===== config.mk =====
export PLATFORM = sky130hd
export DESIGN_NAME = mem_port_arbiter
export DESIGN_NICKNAME = d
export VERILOG_FILES = /design/src/rtl/mem_port_arbiter.sv
export SDC_FILE = /design/constraint.sdc
export NUM_CORES = 1
export LEC_CHECK = 0
export BUFFER_PORTS_ARGS = -buffer_cell sky130_fd_sc_hd__clkbuf_2
export CORE_UTILIZATION = 48
export CTS_BUF_LIST = sky130_fd_sc_hd__clkbuf_4 sky130_fd_sc_hd__clkbuf_8
export DETAILED_ROUTE_END_ITERATION = 10
export PLACE_DENSITY = 0.83
export SYNTH_ARGS = -nofsm -noshare
export SYNTH_HDL_FRONTEND = slang
export SYNTH_SLANG_ARGS = --single-unit

===== constraint.sdc =====
create_clock -name clk -period 2.06 [get_ports clk]
set_input_delay 0.103 -clock clk [delete_from_list [all_inputs] [get_ports clk]]
set_output_delay 0.103 -clock clk [all_outputs]
set_load 0.005 [all_outputs]

===== src/rtl/mem_port_arbiter.sv =====
// Arbitrates one unified memory port between instruction fetch and load/store.
// Data has priority, bounded by a streak limit; each transaction has a timeout.
module mem_port_arbiter #(
  parameter int unsigned ADDR_W       = 32,
  parameter int unsigned DATA_W       = 32,
  parameter int unsigned MAX_D_STREAK = 4,
  parameter int unsigned TIMEOUT      = 64
) (
  input  logic              clk,
  input  logic              rst,
  input  logic              i_req,
  input  logic [ADDR_W-1:0] i_addr,
  output logic [DATA_W-1:0] i_rdata,
  output logic              i_ack,
  input  logic              d_req,
  input  logic              d_wen,
  input  logic [ADDR_W-1:0] d_addr,
  input  logic [DATA_W-1:0] d_wdata,
  input  logic [1:0]        d_size,
  output logic [DATA_W-1:0] d_rdata,
  output logic              d_ack,
  output logic              m_req,
  output logic              m_wen,
  output logic [ADDR_W-1:0] m_addr,
  output logic [DATA_W-1:0] m_wdata,
  output logic [1:0]        m_size,
  input  logic [DATA_W-1:0] m_rdata,
  input  logic              m_ack,
  output logic              busy,
  output logic              timeout_err
);

  typedef enum logic [1:0] {IDLE, BUSY_I, BUSY_D} state_t;

  localparam logic [3:0] STREAK_MAX = 4'(MAX_D_STREAK);
  localparam logic [7:0] TMO_LAST   = 8'(TIMEOUT - 1);

  state_t            state_q, state_d;
  logic [3:0]        streak_q, streak_d;
  logic [7:0]        tmo_q, tmo_d;
  logic [DATA_W-1:0] i_rdata_q, i_rdata_d, d_rdata_q, d_rdata_d;
  logic              i_ack_q, i_ack_d, d_ack_q, d_ack_d;
  logic              m_req_q, m_req_d, m_wen_q, m_wen_d;
  logic [ADDR_W-1:0] m_addr_q, m_addr_d;
  logic [DATA_W-1:0] m_wdata_q, m_wdata_d;
  logic [1:0]        m_size_q, m_size_d;
  logic              busy_q, busy_d, timeout_err_q, timeout_err_d;

  always_comb begin
    state_d       = state_q;
    streak_d      = streak_q;
    tmo_d         = tmo_q;
    i_rdata_d     = i_rdata_q;
    d_rdata_d     = d_rdata_q;
    i_ack_d       = 1'b0;
    d_ack_d       = 1'b0;
    m_req_d       = m_req_q;
    m_wen_d       = m_wen_q;
    m_addr_d      = m_addr_q;
    m_wdata_d     = m_wdata_q;
    m_size_d      = m_size_q;
    busy_d        = busy_q;
    timeout_err_d = timeout_err_q;
    unique case (state_q)
      IDLE: begin
        if (d_req && (!i_req || streak_q < STREAK_MAX)) begin
          state_d   = BUSY_D;
          m_req_d   = 1'b1;
          m_wen_d   = d_wen;
          m_addr_d  = d_addr;
          m_wdata_d = d_wdata;
          m_size_d  = d_size;
          busy_d    = 1'b1;
          tmo_d     = '0;
          streak_d  = i_req ? streak_q + 4'd1 : '0;
        end else if (i_req) begin
          state_d  = BUSY_I;
          m_req_d  = 1'b1;
          m_wen_d  = 1'b0;
          m_addr_d = i_addr;
          m_size_d = 2'd3;
          busy_d   = 1'b1;
          tmo_d    = '0;
          streak_d = '0;
        end
      end
      BUSY_I, BUSY_D: begin
        // m_ack is checked first so an ack on the threshold cycle completes normally
        if (m_ack || tmo_q == TMO_LAST) begin
          state_d = IDLE;
          m_req_d = 1'b0;
          busy_d  = 1'b0;
          if (!m_ack) timeout_err_d = 1'b1;
          if (state_q == BUSY_I) begin
            i_ack_d   = 1'b1;
            i_rdata_d = m_ack ? m_rdata : '0;
          end else begin
            d_ack_d = 1'b1;
            if (!m_ack)        d_rdata_d = '0;
            else if (!m_wen_q) d_rdata_d = m_rdata;
          end
        end else begin
          tmo_d = tmo_q + 8'd1;
        end
      end
      default: state_d = IDLE;
    endcase
  end

  always_ff @(posedge clk) begin
    if (rst) begin
      state_q       <= IDLE;
      streak_q      <= '0;
      tmo_q         <= '0;
      i_rdata_q     <= '0;
      d_rdata_q     <= '0;
      i_ack_q       <= 1'b0;
      d_ack_q       <= 1'b0;
      m_req_q       <= 1'b0;
      m_wen_q       <= 1'b0;
      m_addr_q      <= '0;
      m_wdata_q     <= '0;
      m_size_q      <= '0;
      busy_q        <= 1'b0;
      timeout_err_q <= 1'b0;
    end else begin
      state_q       <= state_d;
      streak_q      <= streak_d;
      tmo_q         <= tmo_d;
      i_rdata_q     <= i_rdata_d;
      d_rdata_q     <= d_rdata_d;
      i_ack_q       <= i_ack_d;
      d_ack_q       <= d_ack_d;
      m_req_q       <= m_req_d;
      m_wen_q       <= m_wen_d;
      m_addr_q      <= m_addr_d;
      m_wdata_q     <= m_wdata_d;
      m_size_q      <= m_size_d;
      busy_q        <= busy_d;
      timeout_err_q <= timeout_err_d;
    end
  end

  assign i_rdata     = i_rdata_q;
  assign i_ack       = i_ack_q;
  assign d_rdata     = d_rdata_q;
  assign d_ack       = d_ack_q;
  assign m_req       = m_req_q;
  assign m_wen       = m_wen_q;
  assign m_addr      = m_addr_q;
  assign m_wdata     = m_wdata_q;
  assign m_size      = m_size_q;
  assign busy        = busy_q;
  assign timeout_err = timeout_err_q;

endmodule


Yosys cells after proc, flatten, opt, wreduce, memory -nomap -nowiden --
Index checks and enable logic that the tools add are counted.
Cells by class: add/sub/neg operators 2, multipliers 0, div/mod/pow operators 0, $lt $le $gt $ge 1, eq/ne operators 7, shifts and indexed selects 0, multiplexer cells 26, bitwise operators 4, reduce and logical (&&, ||, !) cells 17
Operators by type and width (count):
- 2-to-1 mux 32 bit | 5
- 2-to-1 mux 8 bit | 3
- case mux 8 bit (2 select lines) | 1
- 2-to-1 mux 4 bit | 3
- AND reduction 3 bit | 4
- 2-to-1 mux 2 bit | 5
- adder 8 x 1 -> 8 bit, second input constant | 1
- equality test 8 x 6 -> 1 bit, second input constant | 1
- 2-to-1 mux 1 bit | 7
- inequality test 2 bit, second input constant | 3
- AND reduction 2 bit | 3
- adder 4 x 1 -> 4 bit, second input constant | 1
- < comparator 4 x 3 -> 1 bit, second input constant | 1
- inverter 1 bit | 4
- case mux 2 bit (2 select lines) | 1
- AND reduction 4 bit | 1
- nonzero test 2 bit | 2
- inequality test 3 bit, second input constant | 1
- OR reduction 3 bit | 1
- equality test 2 x 1 -> 1 bit, second input constant | 1
- equality test 2 bit, second input constant | 1
- logical NOT 2 bit | 1
- logical OR 1 bit | 2
- case mux 1 bit (2 select lines) | 1
- other kinds (3) | 3
Storage, ports and cells: flip-flop bits (word level) 149, latch bits 0, memory bits (writable) 0, ROM bits 0, input bits 136, output and inout port bits 136, word-level logic and storage cells 70, memories 0

Depth between registers and ports, before layout --
Gate-level depths: netlist of the first run.
depth in word-level cells 5, depth in mapped cells 8, mapped depth without buffers 6

Least setup slack after synthesis of the first run --
Ideal clock, no wire load.
path type register -> register, from register tmo_q[0], to register d_rdata_q[0], in the netlist d_rdata[0], setup time 0.117 ns, arrival 1.667 ns, data required time 1.943 ns, setup slack 0.276 ns, cell stages (with the launch flop) 7, buffers on the path 1, path through dfxtp_1 ha_1 or3b_4 o31ai_4 a31oi_4 buf_6 a22o_1
Between the ends: word-level cells in the longest chain between the ends 3
RTL lines:
- start: declaration | RTL line 40 | logic [7:0] tmo_q, tmo_d;
- start signal: assignment | RTL line 129 | tmo_q <= tmo_d;
- equality test 8 x 6 -> 1 bit | RTL line 89 | if (m_ack || tmo_q == TMO_LAST) begin
- logical OR 1 bit | RTL line 89
- AND reduction 4 bit (no line)
- end signal: assignment | RTL line 131 | d_rdata_q <= d_rdata_d;
- end: declaration | RTL line 41 | logic [DATA_W-1:0] i_rdata_q, i_rdata_d, d_rdata_q, d_rdata_d;
No other way between the ends. A chain may end at the register's enable or synchronous reset.

Worst setup path in the final report of the first run --
from input i_req, to register m_addr_q[15], in the netlist m_addr[15]
Between the ends: word-level cells in the longest chain between the ends 5, elaborated cells on any way between the ends 6
RTL lines:
- start: declaration | RTL line 11 | input logic i_req,
- logical NOT 1 bit | RTL line 66 | if (d_req && (!i_req || streak_q < STREAK_MAX)) begin
- logical OR 1 bit | RTL line 66
- logical AND 1 bit | RTL line 66
- nonzero test 2 bit (no line)
- AND reduction 2 bit (no line)
- end signal: assignment | RTL line 136 | m_addr_q <= m_addr_d;
- end: declaration | RTL line 44 | logic [ADDR_W-1:0] m_addr_q, m_addr_d;
Several ways; a longest one is shown, not always the timed one.

==> results of run 1 <==
layout by cell type, fill, tap and decap left out, drive strengths merged, types with 2 or more instances in the layout:
cell and instances:
nand2 77, nand3 42, a22o 32, buf 18
ha 4, clkbuf 296, or3b 2, dfxtp 149
o21ai 75, nor3 2, nor3b 2, dlygate4sd3 132
inv 7, clkinv 3, and2 3, mux2i 33
a21oi 108, nor2 7, nand4 2, and3 3
nand2b 4, bufinv 3, a31oi 5, a221oi 3
cell usage after synthesis (2+ instances only):
library cell	instances
a221oi_1	3
nand3_1	42
clkbuf_1	40
o21ai_0	53
o21ai_1	21
nand4_1	2
nand2_1	77
nor2_1	7
nand2b_1	4
dfxtp_1	149
nor3_1	2
and3_1	3
mux2i_1	33
a21oi_1	107
and2_1	3
a31oi_1	4
buf_6	3
ha_1	4
buf_2	8
a22o_1	32
nor3b_1	2
inv_1	6
buf_1	2
layer usage:
layer | track usage [%] | wire, µm | vias to the layer above
met5 | 0 | 0 | -
met4 | 20.36 | 1076 | 0
met3 | 9.076 | 1711 | 94
met2 | 59.17 | 10490 | 433
met1 | 35.66 | 7874 | 3068
li1 | - | - | 3024
state kept, by name, summed over array words and instances, names as in the netlist:
signal	flops
i_rdata	32
m_addr	32
m_size	2
busy	1
i_ack	1
streak_q	4
m_wdata	32
d_rdata	32
timeout_err	1
state_q	2
m_wen	1
tmo_q	8
d_ack	1
path summary, 6_finish.rpt:
path | from | endpoint | depth (start not counted)
worst max register to register | tmo_q[0]$_SDFFE_PP0P_ | d_rdata[26]$_SDFFE_PP0P_ | 5
worst max-delay path | i_req | m_addr[15]$_SDFFE_PP0P_ | 8
worst min register to register | m_wdata[1]$_SDFFE_PP0P_ | m_wdata[1]$_SDFFE_PP0P_ | 2
worst min-delay path | rst | i_rdata[19]$_SDFFE_PP0P_ | 2
timing repair:
item / 4_1_cts / 5_1_grt
setup endpoints to repair: 0 / 31
endpoints found under the hold margin: 132 / 0
resized for setup: 0 / 2
hold buffers: 132 / 0
setup buffers: 0 / 0
power by group:
part	switching [µW]	internal, µW
clock network	1100	1380
logic	693	655
registers	125	3080
worst register-to-register path: cells and delay by family, from the launching register on:
family / cells / cell delay (ns)
and+or+nand+nor: 1 / 0.41
adders and majority gates: 1 / 0.17
DFF: 1 / 0.36
AOI/OAI and AO/OA: 3 / 0.92
cell families after synthesis:
kind of cell / count (synthesis)
mux: 33
simple gates: 151
flops: 149
buf+inv: 60
fa+ha+maj: 4
compound gates: 232
cell type report:
cell class | count | share of cell area (%)
clock buffer | 24 | 3.541
tap | 143 | 1.993
inverter | 6 | 0.2509
clock inverter | 7 | 1.310
multi-input combinational | 420 | 27.36
sequential | 149 | 33.23
timing repair buffer | 422 | 32.31
metrics by stage:
step / cell area (µm²) / instances / utilization [%]
detailed placement: 7186 / 1007 / 62.66
floorplan: 5685 / 629 / -
global placement: 7186 / 1007 / 62.66
finish: 8976 / 1171 / 78.28
CTS: 8942 / 1170 / 77.98
global route: 8976 / 1171 / 78.28
==> results.toml, run 1 <==
[status]
status = "completed"

[power_and_ir_drop]
ir_drop_mv = 0.7182
p_leak_uw = 0.004092
p_total_uw = 7038
p_per_area_nw_per_um2 = 784.1

[sta]
clock_skew_ns = 0.01045
finalSetupTns_ns = 0
hold_violations = 0
report.final.slew_viol_count = 0
whs_ns = 0.02370
tightestPinTransition_ns = 0.9169
rsz0062_at_grt = "yes"
fin_ws_ns = 0.08148
relSlewSlack_pct = 38.87
setup_viol = 0
finalCritPeriodShare_pct = 96.04
fin_crit_ns = 1.979
fmax_ghz = 0.5054

[grt]
antenna_found_initial = 0
grt_use_total_pct = 33.58
globalRouteOverflowTotal = 0
grt_max_degree = 71
grt_pass1_vias = 6589
grt_pass1_wl_um = 32600

[yosys]
yosysSeqAreaShare_pct = 52.46
synth-simple-area-share_pct = 12.35
synth_fa_ha_area_share_pct = 0.8803
synth_area_um2 = 5685
ys_types = 45
ys_ff_latch = 149
synth_nets = 769
yosys.area.top_type = "dfxtp_1"
synthArstFlopShare_pct = 0
synth_top_family_by_area = "compound AO/OA/AOI/OAI gates"
syn_inst = 629
synth_area_leaders = "dfxtp_1 52%, a21oi_1 9.4%, mux2i_1 5.8%"
avgSynthCellArea_um2 = 9.039
ys.flop_type = "dfxtp_1"
synth_compound_area_share_pct = 23.90
yosysWarnings = 0
synth_edf_count = 0
synth.area.mux_share_pct = 5.810
synth_xor_area_share_pct = 0
synth_top_area_share_pct = 52.46

[route]
vias = 6619
drt_wl_total_um = 21150
drt_iter0_markers = 655
dr.pass1.iters = 5
ant_nets = 0
wl_per_cell_um = 18.06
vias_per_cell = 5.652
drc = 0

[cells_and_area]
fin_nets = 1156
multi_input_area_um2 = 2456
seq_area_um2 = 2983
drive_above_1_share_pct = 32.39
fill_cells = 691
areaGrowthSynthToFinish_pct = 57.88
n_antenna_cell = 0

[worst_setup_path]
cp_cell_sequence = "dlygate4sd3_1, clkbuf_2, o21ai_2, nand2_2, buf_12, mux2i_1, dlygate4sd3_1, a21oi_1"
cp_top_family = "buffers and inverters"
crit_path_end_kind = "register"
slowest_delay_ns = 0.61
critical_path_class = "primary input to register"
cp-start-kind = "primary input"
cp_num_buf_inv = 4
worst_path_most_repeated_cell = "dlygate4sd3_1"
cp_max_fo = 17
critical_path_required_ns = 2.40
r2r_slack_ns = 0.09
slowest_stage = "dlygate4sd3_1"
cp.arrival_ns = 2.32

[cts]
ctsLongestPathBuffers = 2
insertion_delay_ns = 0.46
cts.sinks = 149
path_clk_slew_ns = 0.09
cts_tree = "done"
cts_buffers = 17
cts.htree.levels = 4
cts-root-buf = "clkbuf_8"

[flow_run]
cap_violations = 0

[placement]
post-dp-hpwl_um = 11170
place_ws_ns = 0.1068
port_buffers = 271
gp_congestion = 0.8430

[hold_path]
hold_class = "primary input to register"

[die]
initial_core_util_pct = 49.58
ioPinCount = 272
core_area_um2 = 11470
die_y_um = 110.8
rows = 39
die_area_um2 = 12280
die_w_um = 110.8
(Power assumes the default switching activity.)
==> run 2, diff against run 1 <==
- clock period: 2.06 -> 2.13 ns (I/O delays scaled with it)
==> results.toml, run 2 (synthesis results as in run 1) <==
[route]
drt_wl_total_um = 21440
dr.pass1.iters = 6
drc = 0
vias_per_cell = 5.640
ant_nets = 0
vias = 6604
drt_iter0_markers = 861
wl_per_cell_um = 18.31

[die]
die_area_um2 = 12280
rows = 39
initial_core_util_pct = 49.58
die_w_um = 110.8
die_y_um = 110.8
ioPinCount = 272
core_area_um2 = 11470

[placement]
post-dp-hpwl_um = 11170
port_buffers = 271
gp_congestion = 0.8625
place_area_um2 = 7173

[worst_setup_path]
slowest_stage = "dlygate4sd3_1"
cp-start-kind = "primary input"
worst_path_most_repeated_cell = "dlygate4sd3_1"
cp_cell_sequence = "dlygate4sd3_1, clkbuf_2, o21ai_2, nand2_2, buf_12, mux2i_1, dlygate4sd3_1, a21oi_1"
cp.arrival_ns = 2.33
crit_path_end_kind = "register"
cp_max_fo = 17
critical_path_class = "primary input to register"
critical_path_required_ns = 2.45
slowest_delay_ns = 0.64

[cts]
cts_tree = "done"
cts.htree.levels = 4
cts_setup_buffers = 0
cts-root-buf = "clkbuf_8"
ctsLongestPathBuffers = 2
cts_buffers = 17
insertion_delay_ns = 0.45
path_clk_slew_ns = 0.08
cts.sinks = 149

[grt]
globalRouteOverflowTotal = 0
grt_pass1_wl_um = 33550
grt_use_total_pct = 34.52
grt_pass1_vias = 6557
antenna_found_initial = 0
grt_max_degree = 71

[sta]
fmax_ghz = 0.4960
relSlewSlack_pct = 41.04
finalCritPeriodShare_pct = 94.66
rsz0062_at_grt = "no"
report.final.slew_viol_count = 0
fin_crit_ns = 2.016
tightestPinTransition_ns = 0.8845
clock_skew_ns = 0.01368
finalSetupTns_ns = 0
hold_violations = 0
whs_ns = 0.1432
setup_viol = 0

[hold_path]
hold_class = "primary input to register"

[cells_and_area]
areaGrowthSynthToFinish_pct = 57.50
layout_common_cells = "271 x clkbuf_2, 149 x dfxtp_1, 132 x dlygate4sd3_1, 107 x a21oi_1, 76 x nand2_1"
fin_area_um2 = 8955
final_common_cell = "clkbuf_2"
fin_nets = 1156
drive_above_1_share_pct = 32.30
n_antenna_cell = 0

[power_and_ir_drop]
ir_drop_mv = 0.6722
p_leak_uw = 0.004078
p_per_area_nw_per_um2 = 757.0

[status]
status = "completed"

[flow_run]
cap_violations = 0
==> run 2: cell count changes in the layout (fill, tap and decap cells not counted), sizes merged <==
cell      change
inv           +2
clkinvlp      +1
clkbuf        -3
==> run 2: power by group <==
group	internal [µW]	switching, µW	total (µW)
Combinational	630	672	1300
Sequential	2980	125	3110
Clock	1290	1080	2370
==> run 2: final timing paths <==
check | from | end | slack, ns | depth (start not counted)
max | i_req | m_addr[7]$_SDFFE_PP0P_ | 0.11 | 8
min | d_req | streak_q[2]$_SDFFE_PP0P_ | 0.14 | 3
min reg2reg | m_wdata[3]$_SDFFE_PP0P_ | m_wdata[3]$_SDFFE_PP0P_ | 0.46 | 2
max reg2reg | tmo_q[0]$_SDFFE_PP0P_ | d_rdata[7]$_SDFFE_PP0P_ | 0.12 | 5
==> run 2: layout make-up <==
type                    instances  area, µm²
clock buffers                  21      289.0
clock inverters                10      142.6
fillers                       707       2512
inverters                       6      22.52
multi-input cells             420       2451
flip-flops and latches        149       2983
well taps                     143      178.9
repair buffers                422       2888
==> run 2: worst max-delay path, delay by kind of cell <==
family,cells,cell delay [ns]
AOI/OAI and AO/OA,2,0.19
buffers and inverters,4,1.59
muxes,1,0.28
and+or+nand+nor,1,0.15
==> run 2: per-layer routing <==
layer  global-route usage (%)  up-vias  share of wire [%]
met3                    9.623      109                8.5
met2                    59.46      437                 49
met5                        0        -                  0
met1                    36.99     3038                 36
met4                    22.49        0                6.3
li1                         -     3020                  -
==> run 2: through the flow <==
step | util (%) | power [µW] | std cells | setup slack (ns)
after floorplan | - | 3674 | 629 | 0.3462
after global placement | 62.55 | 4120 | 1007 | 0.1820
after detailed placement | 62.55 | 4144 | 1007 | 0.1040
after CTS | 77.84 | 6675 | 1170 | 0.1056
after global routing | 78.09 | 7039 | 1171 | 0.03299
final | 78.09 | 6779 | 1171 | 0.1138
==> run 2: repair_timing <==
action / in CTS / in global routing
resized for setup: 0 / 1
hold buffers: 132 / 0
setup endpoints to repair: 0 / 1
endpoints found under the hold margin: 132 / 0
